## src/rtl/refill_return_buffer_pkg.sv

```systemverilog
// Shared parameters and state encoding for the line-refill return buffer.
// The defaults here match the cache geometry the buffer is normally built for.
package refill_return_buffer_pkg;

    localparam int WORD_W_DEF     = 32;
    localparam int LINE_WORDS_DEF = 4;
    localparam int OFF_W_DEF      = $clog2(LINE_WORDS_DEF);

    typedef enum logic [1:0] {
        ST_IDLE = 2'd0,
        ST_FILL = 2'd1,
        ST_FULL = 2'd2
    } fill_state_e;

endpackage

```

## src/rtl/refill_word_array.sv

```systemverilog
// Line storage: one register per word with a valid bit, a bulk valid-clear,
// and a combinational read port that forwards a same-cycle write.
module refill_word_array
    import refill_return_buffer_pkg::*;
#(
    parameter  int WORD_W     = WORD_W_DEF,
    parameter  int LINE_WORDS = LINE_WORDS_DEF,
    localparam int OFF_W      = $clog2(LINE_WORDS)
) (
    input  logic                         clk,
    input  logic                         rstn,
    input  logic                         clr,
    input  logic                         we,
    input  logic [OFF_W-1:0]             waddr,
    input  logic [WORD_W-1:0]            wdata,
    input  logic [OFF_W-1:0]             raddr,
    output logic [WORD_W-1:0]            rd_word,
    output logic                         rd_hit,
    output logic [LINE_WORDS*WORD_W-1:0] line_out
);

    logic [LINE_WORDS-1:0][WORD_W-1:0] data_q;
    logic [LINE_WORDS-1:0]             vld_q;

    // NOTE: the data words are reset too, because line_out and rd_word must read
    // zero straight out of reset rather than whatever the flops powered up with.
    always_ff @(posedge clk or negedge rstn) begin
        if (!rstn) begin
            data_q <= '0;
            vld_q  <= '0;
        end else begin
            if (clr) begin
                vld_q <= '0;
            end
            if (we) begin
                data_q[waddr] <= wdata;
                vld_q[waddr]  <= 1'b1;
            end
        end
    end

    // NOTE: every output of this block gets a default first so no latch is inferred.
    always_comb begin
        rd_word = data_q[raddr];
        rd_hit  = vld_q[raddr];
        if (we && (waddr == raddr)) begin
            rd_word = wdata;
            rd_hit  = 1'b1;
        end
    end

    assign line_out = data_q;

endmodule

```

## src/rtl/refill_return_buffer.sv

```systemverilog
// Assembles one cache line from burst beats (linear or critical-word-first),
// exposes words as they land, and holds the full line until it is consumed.
module refill_return_buffer
    import refill_return_buffer_pkg::*;
#(
    parameter  int WORD_W     = WORD_W_DEF,
    parameter  int LINE_WORDS = LINE_WORDS_DEF,
    parameter  bit WRAP_MODE  = 1'b1,
    localparam int OFF_W      = $clog2(LINE_WORDS)
) (
    input  logic                         clk,
    input  logic                         rstn,
    input  logic                         fill_start,
    input  logic [OFF_W-1:0]             fill_offset,
    input  logic                         beat_valid,
    output logic                         beat_ready,
    input  logic [WORD_W-1:0]            beat_data,
    input  logic                         beat_last,
    input  logic [OFF_W-1:0]             rd_addr,
    output logic [WORD_W-1:0]            rd_word,
    output logic                         rd_hit,
    output logic                         crit_valid,
    output logic [WORD_W-1:0]            crit_word,
    output logic [LINE_WORDS*WORD_W-1:0] line_out,
    output logic                         line_valid,
    input  logic                         consume,
    output logic                         busy,
    output logic                         len_err
);

    localparam logic [OFF_W-1:0] LAST_CNT = OFF_W'(LINE_WORDS - 1);

    fill_state_e       state_q, state_d;
    logic [OFF_W-1:0]  wptr_q, wptr_d;
    logic [OFF_W-1:0]  cnt_q, cnt_d;
    logic [OFF_W-1:0]  crit_off_q, crit_off_d;
    logic              len_err_q, len_err_d;
    logic              crit_valid_q, crit_valid_d;
    logic [WORD_W-1:0] crit_word_q, crit_word_d;

    logic accept;
    logic start;

    assign beat_ready = (state_q == ST_FILL);
    assign accept     = beat_valid && beat_ready;
    // A new fill can begin from IDLE, or straight out of FULL when the held line is consumed.
    assign start      = fill_start &&
                        ((state_q == ST_IDLE) || ((state_q == ST_FULL) && consume));

    always_ff @(posedge clk or negedge rstn) begin
        if (!rstn) begin
            state_q      <= ST_IDLE;
            wptr_q       <= '0;
            cnt_q        <= '0;
            crit_off_q   <= '0;
            len_err_q    <= 1'b0;
            crit_valid_q <= 1'b0;
            crit_word_q  <= '0;
        end else begin
            state_q      <= state_d;
            wptr_q       <= wptr_d;
            cnt_q        <= cnt_d;
            crit_off_q   <= crit_off_d;
            len_err_q    <= len_err_d;
            crit_valid_q <= crit_valid_d;
            crit_word_q  <= crit_word_d;
        end
    end

    always_comb begin
        state_d      = state_q;
        wptr_d       = wptr_q;
        cnt_d        = cnt_q;
        crit_off_d   = crit_off_q;
        len_err_d    = len_err_q;
        crit_valid_d = 1'b0;
        crit_word_d  = crit_word_q;

        unique case (state_q)
            ST_IDLE: begin
                if (start) begin
                    state_d = ST_FILL;
                end
            end
            ST_FILL: begin
                if (accept) begin
                    wptr_d = wptr_q + OFF_W'(1);
                    cnt_d  = cnt_q + OFF_W'(1);
                    if (cnt_q == LAST_CNT) begin
                        state_d = ST_FULL;
                        if (!beat_last) begin
                            len_err_d = 1'b1;
                        end
                    end else if (beat_last) begin
                        state_d   = ST_IDLE;
                        len_err_d = 1'b1;
                    end
                    if (wptr_q == crit_off_q) begin
                        crit_valid_d = 1'b1;
                        crit_word_d  = beat_data;
                    end
                end
            end
            ST_FULL: begin
                if (consume) begin
                    state_d = start ? ST_FILL : ST_IDLE;
                end
            end
            default: begin
                state_d = ST_IDLE;
            end
        endcase

        if (start) begin
            wptr_d     = WRAP_MODE ? fill_offset : '0;
            cnt_d      = '0;
            crit_off_d = fill_offset;
            len_err_d  = 1'b0;
        end
    end

    refill_word_array #(
        .WORD_W     (WORD_W),
        .LINE_WORDS (LINE_WORDS)
    ) u_words (
        .clk      (clk),
        .rstn     (rstn),
        .clr      (start),
        .we       (accept),
        .waddr    (wptr_q),
        .wdata    (beat_data),
        .raddr    (rd_addr),
        .rd_word  (rd_word),
        .rd_hit   (rd_hit),
        .line_out (line_out)
    );

    assign line_valid = (state_q == ST_FULL);
    assign busy       = (state_q != ST_IDLE);
    assign len_err    = len_err_q;
    assign crit_valid = crit_valid_q;
    assign crit_word  = crit_word_q;

endmodule
```

## config.mk

```make
export PLATFORM = sky130hd
export DESIGN_NAME = refill_return_buffer
export DESIGN_NICKNAME = d
export VERILOG_FILES = /design/src/rtl/refill_return_buffer_pkg.sv /design/src/rtl/refill_word_array.sv /design/src/rtl/refill_return_buffer.sv
export SDC_FILE = /design/constraint.sdc
export NUM_CORES = 1
export LEC_CHECK = 0
export BUFFER_PORTS_ARGS = -buffer_cell sky130_fd_sc_hd__buf_2
export CAP_MARGIN = 20
export CELL_PAD_IN_SITES_DETAIL_PLACEMENT = 0
export CELL_PAD_IN_SITES_GLOBAL_PLACEMENT = 1
export CORE_ASPECT_RATIO = 2
export CORE_MARGIN = 2
export CORE_UTILIZATION = 39
export CTS_CLUSTER_DIAMETER = 50
export DETAILED_ROUTE_END_ITERATION = 7
export GPL_ROUTABILITY_DRIVEN = 1
export PLACE_DENSITY_LB_ADDON = 0.1
export SETUP_SLACK_MARGIN = 0.1
export SLEW_MARGIN = 20
export SYNTH_ARGS = -nofsm -noshare
export SYNTH_HDL_FRONTEND = slang
export SYNTH_SLANG_ARGS = --single-unit
```

## constraint.sdc

```tcl
create_clock -name clk -period 1.7 [get_ports clk]
set_input_delay 0.255 -clock clk [delete_from_list [all_inputs] [get_ports clk]]
set_output_delay 0.255 -clock clk [all_outputs]
set_load 0.05 [all_outputs]
```

# [Word level (Yosys, flattened, before mapping)]
# Cells that the tools add are included.
[totals] reg_bits=174 ram_bits=0 rom_bits=0 out_inout_bits=198 latchBits=0 memories=0
[op_classes] n_eq_ne=10 bitwise=1 div=0 reduce_logical=15 muxes=35 n_shift=0 n_addsub=2 n_lt_le_gt_ge=3 multipliers=0
[op_table] operator="bitwise mux 128 bit" count=1
[op_table] operator="two-way mux 32 bit" count=3
[op_table] operator="binary-select mux 32 bit (select 2 bit)" count=1
[op_table] operator="demux 32 bit (select 2 bit)" count=1
[op_table] operator="two-way mux 2 bit" count=11
[op_table] operator="two-way mux 1 bit" count=13
[op_table] operator="two-way mux 4 bit" count=2
[op_table] operator="AND reduction 4 bit" count=2
[op_table] operator="< comparator 2 x 3 -> 1 bit (second input constant)" count=2
[op_table] operator="case mux 2 bit (3 select lines)" count=1
[op_table] operator="nonzero test 2 bit" count=3
[op_table] operator="logical AND 1 bit" count=5
[op_table] operator="adder 2 x 1 -> 2 bit (second input constant)" count=2
[op_table] operator="== test 2 bit" count=2
[op_table] operator="== test 2 bit (second input constant)" count=2
[op_table] operator="inequality test 2 x 1 -> 1 bit (second input constant)" count=2
[op_table] operator="bitwise OR 4 bit" count=1
[op_table] operator="inequality test 3 x 1 -> 1 bit (second input constant)" count=1
[op_table] operator="inequality test 3 bit (second input constant)" count=1
[op_table] operator="AND reduction 3 bit" count=1
[op_table] operator="nonzero test 3 bit" count=1
[op_table] operator="binary-select mux 1 bit (select 2 bit)" count=1
[op_table] operator="demux 1 bit (select 2 bit)" count=1
[op_table] operator="== test 2 x 1 -> 1 bit (second input constant)" count=1
[op_table] operator="5 further kinds" count=5

# [Depth between registers and ports, before layout]
[logic_depth] word_depth=7 mapped_depth=6 ltp_nobuf=4

# [Modules after synthesis]
# From an unflattened synthesis, not the netlist that was laid out.
[unflattened] hier_cells=477 area_unflattened_um2=8060.2
[by_module_without_submodules] mod="refill_word_array" seq_area_each_um2=3303.2 cells_per_inst=368 instances=1 area_per_inst_um2=6224.7
[by_module_without_submodules] mod="refill_return_buffer" seq_area_each_um2=1051.0 cells_per_inst=109 instances=1 area_per_inst_um2=1835.5

# [Least setup slack after synthesis]
# No wires, ideal clock.
[synth_timing] kind="register to output" startpoint="register state_q[1]" endpoint="output port rd_hit" stages_incl_launch_ff=7 n_path_buf=3 t_arrival_ps=1570 slack_ps=-125 cell_sequence="dfrtp_1 > and3b_1 > buf_6 > and3_4 > buf_6 > buf_6 > nand2b_1"
[synth_via] elab_chain_cells=4
[synth_lines] element="start, declared" line="refill_return_buffer.sv:33" rtl="fill_state_e state_q, state_d;"
[synth_lines] element="start signal, assigned" line="refill_return_buffer.sv:60" rtl="state_q <= state_d;"
[synth_lines] element="== test 2 x 1 -> 1 bit" line="refill_return_buffer.sv:44" rtl="assign beat_ready = (state_q == ST_FILL);"
[synth_lines] element="logical AND 1 bit" line="refill_return_buffer.sv:45" rtl="assign accept = beat_valid && beat_ready;"
[synth_lines] element="logical AND 1 bit" line="refill_word_array.sv:46" rtl="if (we && (waddr == raddr)) begin"
[synth_lines] element="two-way mux 1 bit" line="refill_word_array.sv:46"
[synth_lines] element="end, declared" line="refill_return_buffer.sv:21" rtl="output logic rd_hit,"
# Every way passes these cells.

# [Worst setup path after layout]
[layout_timing] startpoint="register state_q[1]" endpoint="output port rd_word[29]"
[layout_via] elab_chain_cells=4
[layout_lines] element="== test 2 x 1 -> 1 bit" line="refill_return_buffer.sv:44"
[layout_lines] element="logical AND 1 bit" line="refill_return_buffer.sv:45"
[layout_lines] element="logical AND 1 bit" line="refill_word_array.sv:46"
[layout_lines] element="two-way mux 32 bit" line="refill_word_array.sv:46"
[layout_lines] element="end, declared" line="refill_return_buffer.sv:20" rtl="output logic [WORD_W-1:0] rd_word,"
# Every way passes these cells.

==> run summary <==
Post-Syn Area = 8210 um2
Initial antenna violation count = 0
Normalized max-slew margin = 70.36%
Max incr delay on CP = 0.37 ns
Clk root buf = clkbuf_16
CP max FO = 16
Total track usage = 21.35%
Total Wirelength = 25520 um
Fmax = 0.4336 GHz
Most instantiated cells after synthesis = dfrtp_1 (174), mux2_2 (135), mux2_4 (58)
Critical path required time = 1.44 ns
WL/cell = 23.48 um
DRC = 0
RSZ-0062 raised after global routing = true
Fraction of registers with async set/reset = 100.0%
Vias after detailed routing = 5587
Input/output buffers = 239
Yosys top cell area share = 53.03%
Worst path slowest cell = dfrtp_1
Startpoint Class = flop
CTS tree = yes
Sequential cell area fraction in the yosys report = 53.03%
Layout area overhead = 45.43%
Chip width = 106.6 um
Starting density of the core = 39.41%
Ys flop type = dfrtp_1
Placed inst area = 10250 um2
Drt via density = 5.140
Most frequent cell after synthesis = dfrtp_1
Largest net degree at the start of global routing = 41
CP Cell Sequence = and3b_2 -> and3_4 -> buf_12 -> mux2_4 -> buf_8
Io pins = 240
Post-synthesis net count = 528
Worst Tran Pin Value = 0.4446 ns
Cts bufs inserted = 17
Endpoints failing hold = 0
Run status = finished, violations left
DRT iter0 DRCs = 190
Tightest Hold Check Type = in -> reg
Pre-antenna DRT Iters = 4
Synth unique cells = 32
WL met3 = 1369 um
Failing checks = negative setup slack
Row count = 75
Ant diodes = 0
Die area = 22300 um2
Post-DRT Antenna Nets = 0
Post-route cell area = 11940 um2
# nets final = 852
Synthesis warning total = 0
R2R Setup Slk = -0.41 ns
Final clock skew = 0.008793 ns
Met1 wire length = 9283 um
DR WL met2 = 14210 um
Fin. max-slew vios = 0
Worst setup margin = -0.6062 ns
Final setup fails = 203
First-pass GRT wire length = 35450 um
H-tree level count = 4
Area leader, netlist = dfrtp_1
Number of flops mapped to enable cells by yosys = 0
Maxcap violations = 0
Synthesized flop and latch total = 174
Synth top area cells = dfrtp_1 (53%), mux2_2 (19%), mux2_4 (11%), mux4_1 (5.8%), mux4_2 (4.1%)
Syn Inst Count = 481
Avg Cell Area, Syn = 17.07 um2
Post-detail-place hpwl = 16810 um
Core ar. = 20830 um2
Die height = 209.2 um
Crit path DAT = 2.05 ns
Setup crit end kind = output port
Fin crit period = 2.306 ns
Clock sinks = 174
Highest metal layer with signal wires = met4
Layout cells sized above 1 = 72.62%
Gr ovfl total = 0
Fin crit share = 135.7%
Clock latency on the worst-skew pair = 0.45 ns
Max clock buf depth = 2
Critical path class = reg -> out
CTS clk-pin slew, worst paths = 0.06 ns
Vias in the first global route = 6045
Placer Congestion = 0.7975
## routing by layer
metal / global-route usage, % / up-vias
li1: - / 2433
met1: 23.23 / 2924
met2: 38.90 / 199
met3: 5.770 / 31
met4: 7.971 / 0
met5: 0 / -
## cells in the final DEF (no fill, tap or decap), types with 3 or more instances in the layout
| cell | count |
|---|---|
| nand2_1 | 3 |
| xnor2_1 | 4 |
| nand2_8 | 4 |
| clkbuf_16 | 28 |
| clkbuf_8 | 4 |
| mux2_4 | 140 |
| dfrtp_1 | 168 |
| mux2_2 | 54 |
| dfrtp_2 | 6 |
| buf_2 | 202 |
| buf_6 | 41 |
| mux4_2 | 15 |
| ha_1 | 4 |
| buf_4 | 52 |
| mux4_1 | 18 |
| clkinv_4 | 3 |
| clkinvlp_4 | 5 |
| o21ai_0 | 5 |
| inv_1 | 7 |
| buf_12 | 22 |
| buf_8 | 7 |
## flip-flops by register name, indices dropped and copies added, names as in the netlist
| signal | cells |
|---|---|
| cnt_q | 2 |
| crit_off_q | 2 |
| crit_valid | 1 |
| crit_word | 32 |
| len_err | 1 |
| state_q | 2 |
| u_words.line_out | 128 |
| u_words.vld_q | 4 |
| wptr_q | 2 |
## area by class of cell
type	count	area [um2]
Tap cell	269	336.6
Clock buffer	21	480.5
Sequential cell	174	4362
Clock inverter	11	132.6
Inverter	7	26.28
Timing Repair Buffer	336	2694
Multi-Input combinational cell	269	3909
Fill cell	1743	8892
## through the flow
| step | std cells | hold WS, ns | util, % | TNS (ns) | worst slack [ns] |
|---|---|---|---|---|---|
| 2_1_floorplan | 481 | -0.04059 | - | -2.228 | -0.07817 |
| 3_3_place_gp | 1031 | 0.2028 | 49.23 | -10.51 | -0.3216 |
| 3_5_place_dp | 1031 | 0.2084 | 49.23 | -10.86 | -0.3326 |
| 4_1_cts | 1064 | 0.06055 | 53.54 | -23.14 | -0.6106 |
| 5_1_grt | 1087 | 0.06077 | 57.32 | -83.27 | -0.6518 |
| 6_report | 1087 | 0.07671 | 57.32 | -72.62 | -0.6062 |
## worst max-delay path, delay by kind of cell, from the launching register on
family / cells / cell delay, ns
buffers and inverters: 2 / 0.35
multiplexers: 1 / 0.33
flip-flops: 1 / 0.37
AND/OR/NAND/NOR: 2 / 0.54
## logic make-up after synthesis
| group | share of synthesized area [%] |
|---|---|
| buf+inv | 3.977 |
| compound gates | 1.036 |
| xor+xnor | 0.5333 |
| simple gates | 1.387 |
| mux | 39.27 |
| fa+ha+maj | 0.7620 |
| flops | 53.03 |
## what timing repair did
item / 4_1_cts / 5_1_grt
hold buffers: 1 / 0
resized for setup: 84 / 107
gates cloned: 0 / 12
endpoints found under the setup margin: 194 / 193
buffers inserted: 2 / 13
pin swaps: 1 / 4
hold endpoints to repair: 33 / 0
## final timing paths
| path | startpoint | to | depth (start not counted) |
|---|---|---|---|
| worst max-delay path | state_q[1] | rd_word[29] | 5 |
| worst min-delay path | fill_offset[0] | crit_off_q[0] | 2 |
| worst max register to register | state_q[1] | crit_word[4] | 9 |
| worst min register to register | crit_word[5] | crit_word[5] | 1 |
| max in group asynchronous | rstn | u_words.line_out[127] | 3 |
| min in group asynchronous | rstn | crit_word[24] | 2 |
Power is not shown: default switching activity piles up to over one toggle a cycle in this logic, so the estimate is an artifact.
